$ cat config.mk
export PLATFORM = sky130hd
export DESIGN_NAME = iiitb_pwm_duty_ctrl
export DESIGN_NICKNAME = d
export VERILOG_FILES = /design/src/rtl/iiitb_pwm_duty_ctrl.sv
export SDC_FILE = /design/constraint.sdc
export NUM_CORES = 1
export LEC_CHECK = 0
export CORE_UTILIZATION = 50
export DETAILED_ROUTE_END_ITERATION = 6
export PLACE_DENSITY = 0.84
export REMOVE_ABC_BUFFERS = 1
export SLEW_MARGIN = 20
export SYNTH_ARGS = -nofsm -noshare
export SYNTH_HDL_FRONTEND = slang
export SYNTH_SLANG_ARGS = --single-unit
$ cat constraint.sdc
create_clock -name clk -period 2.22 [get_ports clk]
set_input_delay 0.444 -clock clk [delete_from_list [all_inputs] [get_ports clk]]
set_output_delay 0.444 -clock clk [all_outputs]
set_load 0.05 [all_outputs]
$ cat src/rtl/iiitb_pwm_duty_ctrl.sv
// Duty-step sequencer for iiitb_pwm_gen: turns a target step into
// timed increase/decrease presses while tracking the generator's step.
module iiitb_pwm_duty_ctrl #(
    parameter int STEP_W      = 4,
    parameter int MAX_STEP    = 10,
    parameter int INIT_STEP   = 5,
    parameter int HOLD_CYCLES = 10,
    parameter int GAP_CYCLES  = 10
) (
    input  logic              clk,
    input  logic              rst_n,
    input  logic [STEP_W-1:0] target_step,
    input  logic              target_valid,
    output logic              target_ready,
    output logic              increase_duty,
    output logic              decrease_duty,
    output logic [STEP_W-1:0] cur_step,
    output logic              busy,
    output logic              done
);

    localparam int CNT_MAX = (HOLD_CYCLES > GAP_CYCLES) ? HOLD_CYCLES : GAP_CYCLES;
    localparam int CNT_W   = $clog2(CNT_MAX + 1);

    localparam logic [STEP_W-1:0] MAX_S     = STEP_W'(MAX_STEP);
    localparam logic [STEP_W-1:0] INIT_S    = STEP_W'(INIT_STEP);
    localparam logic [CNT_W-1:0]  HOLD_LAST = CNT_W'(HOLD_CYCLES - 1);
    localparam logic [CNT_W-1:0]  GAP_LAST  = CNT_W'(GAP_CYCLES - 1);

    typedef enum logic [1:0] {
        IDLE,
        PRESS,
        GAP
    } state_e;

    state_e            state_q, state_d;
    logic [CNT_W-1:0]  cnt_q, cnt_d;
    logic [STEP_W-1:0] tgt_q, tgt_d;
    logic [STEP_W-1:0] cur_q, cur_d;
    logic              inc_q, inc_d;
    logic              dec_q, dec_d;
    logic              done_q, done_d;
    logic [STEP_W-1:0] req_step;

    always_comb begin
        req_step = (target_step > MAX_S) ? MAX_S : target_step;
        state_d  = state_q;
        cnt_d    = cnt_q;
        tgt_d    = tgt_q;
        cur_d    = cur_q;
        inc_d    = inc_q;
        dec_d    = dec_q;
        done_d   = 1'b0;

        unique case (state_q)
            IDLE: begin
                if (target_valid) begin
                    tgt_d = req_step;
                    if (req_step == cur_q) begin
                        done_d = 1'b1;
                    end else begin
                        state_d = PRESS;
                        cnt_d   = '0;
                        inc_d   = (req_step > cur_q);
                        dec_d   = (req_step < cur_q);
                    end
                end
            end
            PRESS: begin
                if (cnt_q == HOLD_LAST) begin
                    // the generator registers the step on press release
                    inc_d   = 1'b0;
                    dec_d   = 1'b0;
                    cur_d   = inc_q ? (cur_q + 1'b1) : (cur_q - 1'b1);
                    state_d = GAP;
                    cnt_d   = '0;
                end else begin
                    cnt_d = cnt_q + 1'b1;
                end
            end
            GAP: begin
                if (cnt_q == GAP_LAST) begin
                    cnt_d = '0;
                    if (cur_q == tgt_q) begin
                        state_d = IDLE;
                        done_d  = 1'b1;
                    end else begin
                        state_d = PRESS;
                        inc_d   = (tgt_q > cur_q);
                        dec_d   = (tgt_q < cur_q);
                    end
                end else begin
                    cnt_d = cnt_q + 1'b1;
                end
            end
            default: begin
                state_d = IDLE;
                inc_d   = 1'b0;
                dec_d   = 1'b0;
            end
        endcase
    end

    always_ff @(posedge clk) begin
        if (!rst_n) begin
            state_q <= IDLE;
            cnt_q   <= '0;
            tgt_q   <= INIT_S;
            cur_q   <= INIT_S;
            inc_q   <= 1'b0;
            dec_q   <= 1'b0;
            done_q  <= 1'b0;
        end else begin
            state_q <= state_d;
            cnt_q   <= cnt_d;
            tgt_q   <= tgt_d;
            cur_q   <= cur_d;
            inc_q   <= inc_d;
            dec_q   <= dec_d;
            done_q  <= done_d;
        end
    end

    assign target_ready  = (state_q == IDLE);
    assign busy          = ~target_ready;
    assign increase_duty = inc_q;
    assign decrease_duty = dec_q;
    assign cur_step      = cur_q;
    assign done          = done_q;

endmodule

==> summary.md <==
| Metric | Value |
|---|---|
| Status | finished clean |
| Share of cells above drive strength 1 | 10.8% |
| CP bufs+invs | 1 |
| Longest Clk Path Bufs | 2 |
| Non-filler cells, final | between 150 and 200 |
| Port Buffers | 15 |
| Synth cell count leaders | dfxtp_1 (17), ha_1 (17), a21oi_1 (15), nand2_1 (13), inv_1 (9) |
| RSZ-0062 raised after global routing | false |
| Critical-path top delay cell | clkdlybuf4s50_1 |
| GP Congestion | about 0.85 |
| Synthesized flop and latch total | 17 |
| Reg-to-Reg End | increase_duty |
| GRT Util Overall | ~23% |
| Post-DP HPWL | 2010 um |
| Setup bufs post-CTS | 0 |
| Largest cells by area after synthesis | dfxtp_1 (30%), ha_1 (18%), a21oi_1 (6.5%), nand2_1 (4.2%), o211ai_1 (3.3%) |
| Core Box Area | roughly 2200 sq um |
| Initial antenna violation count | 0 |
| CTS Hold Bufs | 0 |
| # resized after CTS | 0 |
| Initial core utilization | between 50% and 60% |
| CP max stage delay | 860 ps |
| Clock power frac | about an eighth |
| Critical Path AT | 1670 ps |
| PwrDens | a little under 1000 nW/um^2 |
| Average wire per cell in the routed design | about 14 um |
| ANT nets after route | 0 |
| VDD IR-drop max | 0.741 mV |
| Post-Syn Area | approximately 1200 sq um |
| Switch share | between 40% and 50% |
| Number of I/O pins | 16 |
| Clk Latency, worst-skew pair | between 300 and 400 ps |
| Reg power frac | a little under a third |
| Comb power frac | 57.2% |
| Area of placed instances | roughly 1400 sq um |
| Cell Int Power | ~0.75 mW |
| Vias in the first global route | 965 |
| Worst hold margin | approximately 470 ps |
| Setup violations, final | 0 |
| # Max-Cap Violations | 0 |
| Die height | approximately 50 um |
| Post-synth EDFFs | 0 |
| Area share of the leading cell type in the synthesized netlist | between 20 and 30% |
| Clock slew at reported path FFs | ~100 ps |
| Final Hold Viols | 0 |
| Final Critical Period | approximately 2100 ps |
| Antenna diodes | 0 |
| Num CTS Buffers | 3 |
| Synth Warn # | 0 |
| Final worst path period share | a little over nine tenths |
| Relative slew slack | between 60% and 70% |
| First-pass GRT wire length | ~4300 um |
| Grt ovf | 0 |
| Tot Pwr | around 1.4 mW |
| CP Capture Type | output pin |
| CTS sink cnt | 17 |
| Min-delay src | tgt_q[3] |
| Startpoint Class | flop |
| CTS Root Cell | clkbuf_4 |
| First drt pass iteration count | 4 |
| Post-synthesis sequential area ratio | just under 30% |
| Final Cell Area | around 1400 sq um |
| Vias | 1071 |
| Dpl cells | about 180 |
| Fmax achieved | around 470 MHz |
| Final Skew | 5.22 ps |
| Worst Hold Class | reg -> reg |
| Switch Pwr | a little over 0.6 mW |
| Iter 0 DRT Violations | 19 |
| Area grow syn2layout | 22.2% |
| WHS Endpoint | tgt_q[3] |
| Flop-to-flop setup slack | 310 ps |
| Crit-path max FO | 6 |
| Min-Delay Path Depth | 2 |
| CP delay by family, top | buffers and inverters |
| Worst path required time | approximately 1800 ps |
| Routed WL | ~2500 um |
| CTS tree | done |
| Synth Flop Type | dfxtp_1 |
| Htree depth | 1 |
| LEAKAGE | between 0.6 and 0.7 nW |
| Avg Cell Area, Syn | roughly 8.5 sq um |
| Worst Reg-to-Reg Cells | 6 |
| DRC | 0 |
| DR vias/cell | between 5 and 6 |
| Final-report max-slew violation count | 0 |
| Start of the worst register-to-register path | cur_step[1] |
| Final net count | 184 |
| DIE WIDTH | approximately 50 um |
| Cell accounting for the most synthesized area | dfxtp_1 |
| Cells after synthesis | about 140 |
| Die area | between 2000 and 3000 sq um |
| Largest net degree at the start of global routing | 11 |
| Crit-path cells | clkdlybuf4s50_1 |
| Class of the most critical setup path | reg -> out |
| Post-synth ARST share | 0% |
| Distinct cells, synth | 35 |
| Worst-Margin Slew | about 490 ps |
| # rows | 17 |
==> per-layer routing <==
metal	vias to the layer above	routed length, um	track usage (%)
li1	535	-	-
met1	503	1220	28.8
met2	28	1160	35.1
met3	5	117	5.56
met4	0	46	13.3
met5	-	0	0
==> kinds of logic (layout without fill, tap and decap cells) <==
logic type / Yosys count / count (layout) / synth area share (%)
buf+inv: 14 / 37 / 5.31
compound gates: 39 / 39 / 21.6
fa+ha+maj: 18 / 18 / 20.2
mux: 2 / 2 / 1.74
xor+xnor: 2 / 2 / 1.52
simple gates: 43 / 43 / 20.2
flops: 17 / 17 / 29.5
==> cell type report <==
| class | count | area [sq um] |
|---|---|---|
| inverter | 10 | 37.5 |
| fill | 193 | 781 |
| multi-input combinational | 104 | 752 |
| clock inverter | 1 | 5.00 |
| tap | 28 | 35.0 |
| timing repair buffer | 23 | 218 |
| clock buffer | 3 | 22.5 |
| sequential | 17 | 340 |
==> worst max path at each step <==
stage	slack, ps	endpoint	start	cells after the start
finish	110	cur_step[0]	cur_step[0]	1
global route	20	cur_step[0]	cur_step[0]	1
CTS	100	cur_step[0]	cur_step[0]	1
detailed placement	-200	increase_duty	target_step[2]	7
global placement	-110	increase_duty	target_step[2]	7
floorplan	-7	increase_duty	state_q[0]	6
==> power groups by stage <==
stage | Clock (mW) | Combinational (mW) | Sequential, mW
floorplan | 0 | 0.467 | 0.469
global placement | 0 | 0.755 | 0.412
detailed placement | 0 | 0.775 | 0.416
CTS | 0.177 | 0.779 | 0.409
global route | 0.198 | 0.853 | 0.417
finish | 0.175 | 0.783 | 0.410
==> state kept, by name, indices dropped and copies added, names as in the netlist <==
| name | flops |
|---|---|
| increase_duty | 1 |
| state_q | 2 |
| tgt_q | 4 |
| cur_step | 4 |
| decrease_duty | 1 |
| cnt_q | 4 |
| done | 1 |
==> metrics by stage <==
step / util, % / worst slack [ps] / TNS, ps
after floorplan: - / -7.13 / -7.13
after global placement: 63.1 / -113 / -279
after detailed placement: 63.1 / -203 / -726
after CTS: 64.4 / 104 / 0
after global routing: 64.4 / 23.6 / 0
final: 64.4 / 110 / 0
==> cells in the final DEF (no fill, tap or decap), drive strengths merged, types with 2 or more instances in the layout <==
cell type,instances
a211oi,2
a21oi,15
nor2,8
dfxtp,17
mux2i,2
clkinv,2
nand3,6
nand4b,2
clkbuf,3
nand3b,2
inv,9
clkdlybuf4s50,13
a21o,4
nor2b,3
nand2,13
buf,10
nand4,3
o21ai,7
o211ai,5
ha,17
Note: power is estimated with default switching activity, not from simulation.
